### src/rtl/mem_issue_queue_pkg.sv
// Shared definitions for the memory issue queue: physical register tag
// width, memory-op opcode encodings and the per-entry payload record.
package mem_issue_queue_pkg;

  localparam int PR_ADDR_W = 6;

  // Bit 0 of the opcode distinguishes stores (1) from loads (0).
  localparam logic [3:0] OP_LB = 4'h0;
  localparam logic [3:0] OP_SB = 4'h1;
  localparam logic [3:0] OP_LW = 4'h2;
  localparam logic [3:0] OP_SW = 4'h3;

  // Fields that are written at enqueue and never change while queued.
  typedef struct packed {
    logic [3:0]           opcode;
    logic [4:0]           rob_entry;
    logic [15:0]          base_val;
    logic [3:0]           imm;
    logic [PR_ADDR_W-1:0] dest_reg;
    logic [3:0]           dest_arch_regs;
  } iq_payload_t;

endpackage

### src/rtl/mem_iq_operand.sv
// One source operand of a queue entry: holds its tag, ready flag and value,
// and snoops both writeback ports. Port 0 wins when both ports hit.
module mem_iq_operand
  import mem_issue_queue_pkg::*;
#(
  parameter int W = 8
) (
  input  logic                 clk,
  input  logic                 rst,
  input  logic                 load,
  input  logic                 active,
  input  logic [PR_ADDR_W-1:0] in_tag,
  input  logic                 in_rdy,
  input  logic [W-1:0]         in_val,
  input  logic                 wb0_valid,
  input  logic [PR_ADDR_W-1:0] wb0_tag,
  input  logic [W-1:0]         wb0_data,
  input  logic                 wb1_valid,
  input  logic [PR_ADDR_W-1:0] wb1_tag,
  input  logic [W-1:0]         wb1_data,
  output logic                 rdy,
  output logic [W-1:0]         val
);

  logic [PR_ADDR_W-1:0] tag_q;
  logic [PR_ADDR_W-1:0] match_tag;
  logic                 hit0;
  logic                 hit1;
  logic                 wake;
  logic [W-1:0]         wake_val;

  // Compare against the incoming tag while loading so a same-cycle wakeup is not lost.
  always_comb begin
    match_tag = load ? in_tag : tag_q;
    hit0      = wb0_valid && (wb0_tag == match_tag);
    hit1      = wb1_valid && (wb1_tag == match_tag);
    wake      = hit0 || hit1;
    wake_val  = hit0 ? wb0_data : wb1_data;
  end

  // Ready flag: set at enqueue from dispatch or a wakeup, otherwise only by a wakeup while waiting.
  always_ff @(posedge clk or posedge rst) begin
    if (rst) begin
      rdy <= 1'b0;
    end else if (load) begin
      rdy <= in_rdy || wake;
    end else if (active && !rdy && wake) begin
      rdy <= 1'b1;
    end
  end

  // Tag and value storage needs no reset; it is only meaningful while rdy/valid say so.
  always_ff @(posedge clk) begin
    if (load) begin
      tag_q <= in_tag;
      val   <= in_rdy ? in_val : wake_val;
    end else if (active && !rdy && wake) begin
      val <= wake_val;
    end
  end

endmodule

### src/rtl/mem_issue_queue.sv
// In-order memory issue queue: circular buffer of DEPTH entries, each with
// an offset and a data operand that wake up from two writeback ports. Only
// the head entry may issue, preserving memory ordering.
module mem_issue_queue
  import mem_issue_queue_pkg::*;
#(
  parameter int DEPTH = 8
) (
  input  logic                 clk,
  input  logic                 rst,
  input  logic                 in_valid,
  output logic                 in_ready,
  input  logic [3:0]           in_opcode,
  input  logic [4:0]           in_ROB_entry,
  input  logic [15:0]          in_base_val,
  input  logic [3:0]           in_imm,
  input  logic [PR_ADDR_W-1:0] in_dest_reg,
  input  logic [3:0]           in_dest_arch_regs,
  input  logic [PR_ADDR_W-1:0] in_offset_tag,
  input  logic                 in_offset_rdy,
  input  logic [7:0]           in_offset_val,
  input  logic [PR_ADDR_W-1:0] in_data_tag,
  input  logic                 in_data_rdy,
  input  logic [7:0]           in_data_val,
  input  logic                 wb0_valid,
  input  logic [PR_ADDR_W-1:0] wb0_tag,
  input  logic [7:0]           wb0_data,
  input  logic                 wb1_valid,
  input  logic [PR_ADDR_W-1:0] wb1_tag,
  input  logic [7:0]           wb1_data,
  input  logic                 flush,
  output logic [3:0]           opcode,
  output logic [4:0]           ROB_entry,
  output logic [15:0]          base_val,
  output logic [7:0]           offset,
  output logic [7:0]           data,
  output logic [3:0]           imm,
  output logic [PR_ADDR_W-1:0] dest_reg,
  output logic [3:0]           dest_arch_regs,
  output logic                 out_valid,
  input  logic                 out_ready
);

  localparam int IDX_W = $clog2(DEPTH);
  localparam int PTR_W = IDX_W + 1;

  logic [PTR_W-1:0] head;
  logic [PTR_W-1:0] tail;
  logic [PTR_W-1:0] count;
  logic [IDX_W-1:0] head_idx;
  logic [IDX_W-1:0] tail_idx;
  logic             empty;
  logic             full;
  logic             enq;
  logic             deq;

  iq_payload_t payload_q [DEPTH];
  logic        slot_valid [DEPTH];
  logic        off_rdy    [DEPTH];
  logic [7:0]  off_val    [DEPTH];
  logic        dat_rdy    [DEPTH];
  logic [7:0]  dat_val    [DEPTH];

  assign head_idx = head[IDX_W-1:0];
  assign tail_idx = tail[IDX_W-1:0];
  assign count    = tail - head;
  assign empty    = (head == tail);
  assign full     = (count == PTR_W'(DEPTH));

  // Handshake flags come purely from registered state plus flush gating.
  always_comb begin
    in_ready  = !full;
    out_valid = !empty && off_rdy[head_idx] && dat_rdy[head_idx] && !flush;
    enq       = in_valid && in_ready && !flush;
    deq       = out_valid && out_ready;
  end

  // Issue payload is read straight from the head slot.
  always_comb begin
    opcode         = payload_q[head_idx].opcode;
    ROB_entry      = payload_q[head_idx].rob_entry;
    base_val       = payload_q[head_idx].base_val;
    imm            = payload_q[head_idx].imm;
    dest_reg       = payload_q[head_idx].dest_reg;
    dest_arch_regs = payload_q[head_idx].dest_arch_regs;
    offset         = off_val[head_idx];
    data           = dat_val[head_idx];
  end

  // Pointer update: flush empties the queue and overrides any enqueue or issue.
  always_ff @(posedge clk or posedge rst) begin
    if (rst) begin
      head <= '0;
      tail <= '0;
    end else if (flush) begin
      head <= '0;
      tail <= '0;
    end else begin
      if (enq) tail <= tail + PTR_W'(1);
      if (deq) head <= head + PTR_W'(1);
    end
  end

  // Static payload is captured at the tail slot on enqueue.
  always_ff @(posedge clk) begin
    if (enq) begin
      payload_q[tail_idx] <= '{
        opcode:         in_opcode,
        rob_entry:      in_ROB_entry,
        base_val:       in_base_val,
        imm:            in_imm,
        dest_reg:       in_dest_reg,
        dest_arch_regs: in_dest_arch_regs
      };
    end
  end

  for (genvar i = 0; i < DEPTH; i++) begin : g_entry
    logic [IDX_W-1:0] rel;
    logic             load;
    logic             active;

    assign rel           = IDX_W'(i) - head_idx;
    assign slot_valid[i] = ({1'b0, rel} < count);
    assign load          = enq && (tail_idx == IDX_W'(i));
    assign active        = slot_valid[i] && !flush;

    mem_iq_operand #(.W(8)) u_offset (
      .clk       (clk),
      .rst       (rst),
      .load      (load),
      .active    (active),
      .in_tag    (in_offset_tag),
      .in_rdy    (in_offset_rdy),
      .in_val    (in_offset_val),
      .wb0_valid (wb0_valid),
      .wb0_tag   (wb0_tag),
      .wb0_data  (wb0_data),
      .wb1_valid (wb1_valid),
      .wb1_tag   (wb1_tag),
      .wb1_data  (wb1_data),
      .rdy       (off_rdy[i]),
      .val       (off_val[i])
    );

    mem_iq_operand #(.W(8)) u_data (
      .clk       (clk),
      .rst       (rst),
      .load      (load),
      .active    (active),
      .in_tag    (in_data_tag),
      .in_rdy    (in_data_rdy),
      .in_val    (in_data_val),
      .wb0_valid (wb0_valid),
      .wb0_tag   (wb0_tag),
      .wb0_data  (wb0_data),
      .wb1_valid (wb1_valid),
      .wb1_tag   (wb1_tag),
      .wb1_data  (wb1_data),
      .rdy       (dat_rdy[i]),
      .val       (dat_val[i])
    );
  end

endmodule

### config.mk
export PLATFORM = sky130hd
export DESIGN_NAME = mem_issue_queue
export DESIGN_NICKNAME = d
export VERILOG_FILES = /design/src/rtl/mem_issue_queue_pkg.sv /design/src/rtl/mem_iq_operand.sv /design/src/rtl/mem_issue_queue.sv
export SDC_FILE = /design/constraint.sdc
export NUM_CORES = 1
export LEC_CHECK = 0
export ABC_AREA = 1
export BUFFER_PORTS_ARGS = -buffer_cell sky130_fd_sc_hd__buf_2
export CAP_MARGIN = 20
export CELL_PAD_IN_SITES_DETAIL_PLACEMENT = 0
export CELL_PAD_IN_SITES_GLOBAL_PLACEMENT = 1
export CORE_ASPECT_RATIO = 0.6
export CORE_UTILIZATION = 47
export CTS_BUF_LIST = sky130_fd_sc_hd__clkbuf_4 sky130_fd_sc_hd__clkbuf_8 sky130_fd_sc_hd__clkbuf_16
export DETAILED_ROUTE_END_ITERATION = 6
export PLACE_DENSITY_LB_ADDON = 0.1
export SLEW_MARGIN = 20
export SYNTH_ARGS = -nofsm -noshare
export SYNTH_HDL_FRONTEND = slang
export SYNTH_SLANG_ARGS = --single-unit
### constraint.sdc
create_clock -name clk -period 7 [get_ports clk]
set_clock_uncertainty 0.2 [all_clocks]
set_input_delay 0.7 -clock clk [delete_from_list [all_inputs] [get_ports clk]]
set_output_delay 0.7 -clock clk [all_outputs]
set_load 0.05 [all_outputs]
# After elaboration in Yosys (flattened, before gate mapping)
# Memory sizes are Yosys's and may differ from the RTL's.
# Cells that the tools add are included.
# totals
ff_bits	248
latchBits	0
ram_bits	312
rom_bits	0
input_bits	104
out_inout_bits	57
elab_cells	399
mem_count	1
# classes
addsub	11
n_mul	0
div	0
order_cmp	9
n_eq_ne	41
shifts	0
muxes	130
bitwise	1
reduce_logical	156
# memory_table
memory	words	width	rd	rd_ports_with_merged_regs	wr	line	text
payload_q	8	39	1	0	1	mem_issue_queue.sv:57	iq_payload_t payload_q [DEPTH];
# ops
op	n
$mux W8	68
$eq A6 B6 Y1	32
$mux W6	16
$logic_and A1 B1 Y1	86
$bmux W8 S3	2
$mux W1	38
$reduce_bool A2 Y1	18
$logic_or A1 B1 Y1	32
$lt A3 B4 Y1	8
$logic_not A1 Y1	19
$mux W4	4
$eq A3 B3 Y1 const B	4
$sub A3 B3 Y3 const A	4
$add A4 B1 Y4 const B	2
$bmux W1 S3	2
$eq A3 B2 Y1 const B	2
$sub A1 B3 Y3 const A	2
$sub A2 B3 Y3 const A	2
$eq A4 B4 Y1	1
$eq A4 B4 Y1 const B	1
$ge A4 B4 Y1 const B	1
$not A3 Y4	1
$sub A4 B4 Y4	1
$eq A3 B1 Y1 const B	1
$logic_not A3 Y1	1

# Logic depth before layout (Yosys ltp)
# depth
depth_word	13
depth_mapped	25
depth_no_buf	23

# Modules after synthesis
# Synthesis repeated with hierarchy kept, for this count alone.
# hier_totals
hier_cells	3511
hier_area_um2	31204.9
# by_module_without_submodules
mod	n_inst	cells_each	area_per_inst_um2	seq_area_each_um2
mem_iq_operand	16	139	1066.0	385.4
mem_issue_queue	1	1287	14148.6	9569.2

# Least setup slack after synthesis
# Ideal clock, no wire load.
# synth_timing
path_type	flip-flop to flip-flop
startpoint	register head[1]
endpoint	memory payload_q[6][0] (netlist bit) (enable)
setup_ns	0.484
t_arrival_ns	5.052
required_ns	6.316
path_slack_ns	1.264
stages_incl_launch_ff	12
path_buffers	2
period_less_slack_ns	5.736
path_cell_list	dfrtp_1 -> inv_1 -> clkbuf_1 -> clkbuf_1 -> ha_1 -> nand3_1 -> nand3_1 -> nand3_2 -> nand3_4 -> inv_1 -> nand2_1 -> nor3_1
# synth_between
elab_chain_cells	7
# synth_rtl
item	line	text
from (decl)	mem_issue_queue.sv:47	logic [PTR_W-1:0] head;
from (signal assigned)	mem_issue_queue.sv:100	if (deq) head <= head + PTR_W'(1);
$sub A4 B4 Y4	mem_issue_queue.sv:66	assign count = tail - head;
$eq A4 B4 Y1	mem_issue_queue.sv:68	assign full = (count == PTR_W'(DEPTH));
$logic_not A1 Y1	mem_issue_queue.sv:72	in_ready = !full;
$logic_and A1 B1 Y1 (2 in series)	mem_issue_queue.sv:74	enq = in_valid && in_ready && !flush;
$mux W1	mem_issue_queue.sv:106	if (enq) begin
$mux W1 (not written as such)	mem_issue_queue.sv:107	payload_q[tail_idx] <= '{
to (decl)	mem_issue_queue.sv:57	
# No other way between the ends.

# Final worst setup path
# layout_timing
startpoint	register head[0]
endpoint	output port offset[2]
# layout_between
elab_chain_cells	4
# layout_rtl
item	line	text
$not A3 Y4 (not written as such)	mem_issue_queue.sv:86	offset = off_val[head_idx];
$bmux W8 S3	mem_issue_queue.sv:86	
$mux W8 (not written as such) (2 in series)	mem_issue_queue.sv:86	
to (decl)	mem_issue_queue.sv:35	output logic [7:0] offset,
# No other way between the ends. The select of a mux whose other input is x is not followed.

==> results.yml <==
floorplan:
  die_w_um: 323
  rows: 70
  initial_utilization_pct: 47.7
  core-area_um2: 61000
  die_area_um2: 62800
  num_io_pins: 161
  die_h_um: 195
grt:
  grt_max_degree: 105
  gr-total-overflow: 0
  antenna_found_initial: 4
  grt_usage_pct: 33.3
  grt_pass1_vias: 24365
  grt_pass1_wl_um: 155000
synthesis:
  syn_nets: 3694
  ys_ff_latch: 560
  ys_types: 38
  ys_warn_count: 0
  syn_area_um2: 29100
  netlist_top_cells_area: "edfxtp_1, nand2_1, o21ai_0, nor2_1, dfxtp_1"
  ys_seq_area_share_pct: 54.2
  yosysTopAreaCell: "edfxtp_1"
  synth.avg_cell_area_um2: 8.16
  synth_top_area_share_pct: 45.5
  syn_inst: 3562
layout:
  antenna_cells: 0
  fin_nets: 3751
  fillers: 5690
  fin_cells: 4491
  syn2layout_area_growth_pct: 11.2
  final_area_um2: 32300
  final_common_cell: "nand2_1"
  final_layout_size_suffix_gt1_share_pct: 9.45
  final_cell_mix: "nand2_1, nor2_1, edfxtp_1, o21ai_0, nand3_1"
power:
  ir_drop_mv: 0.164
  powerDensity_nw_per_um2: 273
  p_leak_nw: 13.6
worst_setup_path:
  crit_buf_inv: 3
  crit_start: "head[0]"
  worstSetupPathDepth: 7
  end_kind: "output port"
  critPathRequiredTime_ps: 6100
  reg2reg_from: "head[2]"
  worstSetupEndpoint: "offset[2]"
  rr_worst_depth: 17
  crit_fanout: 76
  r2r-end: "g_entry[6].u_data.val[6]"
  cpPeakStageDelay_ps: 930
  r2r_slack_ps: 1650
  startpoint_type: "register"
  arrival_ps: 4600
  worstSetupPathType: "register to output port"
  crit_top_cell: "buf_4"
  cpLargestDelayFamily: "buffers and inverters"
  crit_slowest_cell: "a31oi_1"
  crit_path_cell_trace: "buf_4 > buf_4 > o21ai_0 > o22ai_1 > nor2_1 > a31oi_1 > buf_2"
route:
  postRouteAntennaNets: 0
  drt_iter0_drc: 3057
  drt-total-wl_um: 106000
  vias_per_cell: 5.87
  drt_first_pass_iters: 6
  dr_total_vias: 26357
  wl_per_cell_um: 23.6
  drc: 0
placement:
  place_congestion: 1.02
  dp_hpwl_um: 70100
  port_buffers: 160
  dp_cells: 4389
  placedInstanceArea_um2: 30400
timing:
  min_period_over_period_pct: 78.6
  finalSetupViolCount: 0
  fmax_mhz: 182
  tns_ps: 0
  rsz0062_at_grt: "no"
  drv_slew: 0
  hold_slack_ps: 135
  fin_crit_ps: 5500
  slew_headroom_pct: 16.8
  timing.final.hold_violations: 0
  tightestPinTransition_ps: 1240
cts:
  clk_pin_slew_ps: 60
  cts_resized: 0
  cts_sinks: 560
  clk_path_buf_depth: 3
  clkLatencyLatePin_ps: 640
  cts_buffers: 54
  cts_tree: "yes"
  cts_root_buffer: "clkbuf_16"
  htree_levels: 2
run_status:
  status: "finished, final reports clean"
worst_hold_path:
  hp-class: "primary input to register"
job:
  drv_cap: 0
## metrics by stage
stage,setup slack [ps],utilization [%],power (mW)
CTS,1760,53.0,8.80
detailed placement,1810,49.9,5.68
floorplan,1260,-,5.15
global placement,1910,49.9,5.66
global route,1310,53.0,9.15
finish,1500,53.0,8.82
## report_power, final
part / leakage, nW / total, mW / switching, mW / internal [mW]
Clock: 0.918 / 3.15 / 1.35 / 1.80
Combinational: 7.57 / 1.72 / 1.26 / 0.464
Sequential: 5.08 / 3.95 / 0.122 / 3.83
Total: 13.6 / 8.82 / 2.73 / 6.09
## synth_stat cells, drive strengths merged
library cell     n
xor2             2
edfxtp         440
inv            232
xnor2            2
o21ai          444
nand2         1016
a21oi           64
clkinv           3
clkbuf         140
dfrtp           24
nor3             2
nor2           545
ha              27
a31oi           55
o22ai           78
nand3          314
o21bai           8
and2             4
nand4            9
buf             55
fa               1
dfxtp           96
or4              1
## sequential cells by signal (all words and copies together), names as in the netlist
signal                  count
g_entry.u_offset.tag_q     48
g_entry.u_offset.rdy        8
payload_q                 312
g_entry.u_data.rdy          8
g_entry.u_data.val         64
tail                        4
g_entry.u_offset.val       64
g_entry.u_data.tag_q       48
head                        4
## worst min-delay path by stage
stage | slack, ps | cells past startpoint | to | startpoint
2_1_floorplan | 260 | 2 | g_entry[0].u_offset.tag_q[5] | g_entry[0].u_offset.tag_q[5]
3_3_place_gp | 280 | 2 | g_entry[2].u_offset.tag_q[1] | g_entry[2].u_offset.tag_q[1]
3_5_place_dp | 290 | 2 | g_entry[6].u_offset.tag_q[1] | g_entry[6].u_offset.tag_q[1]
4_1_cts | 100 | 1 | payload_q[0][1] | in_dest_arch_regs[1]
5_1_grt | 130 | 1 | payload_q[1][1] | in_dest_arch_regs[1]
6_report | 130 | 1 | payload_q[0][1] | in_dest_arch_regs[1]
## per-layer routing
layer / up-vias / GRT usage, % / part of all wire (%)
met4: 4 / 8.81 / 2.5
met5: - / 0 / 0.015
met2: 1577 / 45.3 / 40
li1: 12078 / - / -
met1: 12473 / 50.8 / 44
met3: 225 / 9.95 / 14
## cells by family after synthesis
logic type	synth area share, %
and+or+nand+nor	26.8
AOI/OAI and AO/OA	11.8
DFF	54.2
buffers and inverters	5.89
adders and majority gates	1.23
xor gates and xnor gates	0.121
## layout make-up
class | instances | area, um^2 | area share, %
sequential | 560 | 15700 | 48.7
multi-input combinational | 2572 | 11700 | 36.1
clock buffer | 62 | 1430 | 4.42
timing repair buffer | 196 | 1080 | 3.34
tap | 828 | 1040 | 3.21
inverter | 235 | 892 | 2.76
clock inverter | 38 | 455 | 1.41
## timing repair
item / CTS / global route
hold endpoints to repair: 24 / 0
hold buffers: 1 / 0
buffers inserted: 0 / 0
Power figures use the tool's default switching activity.
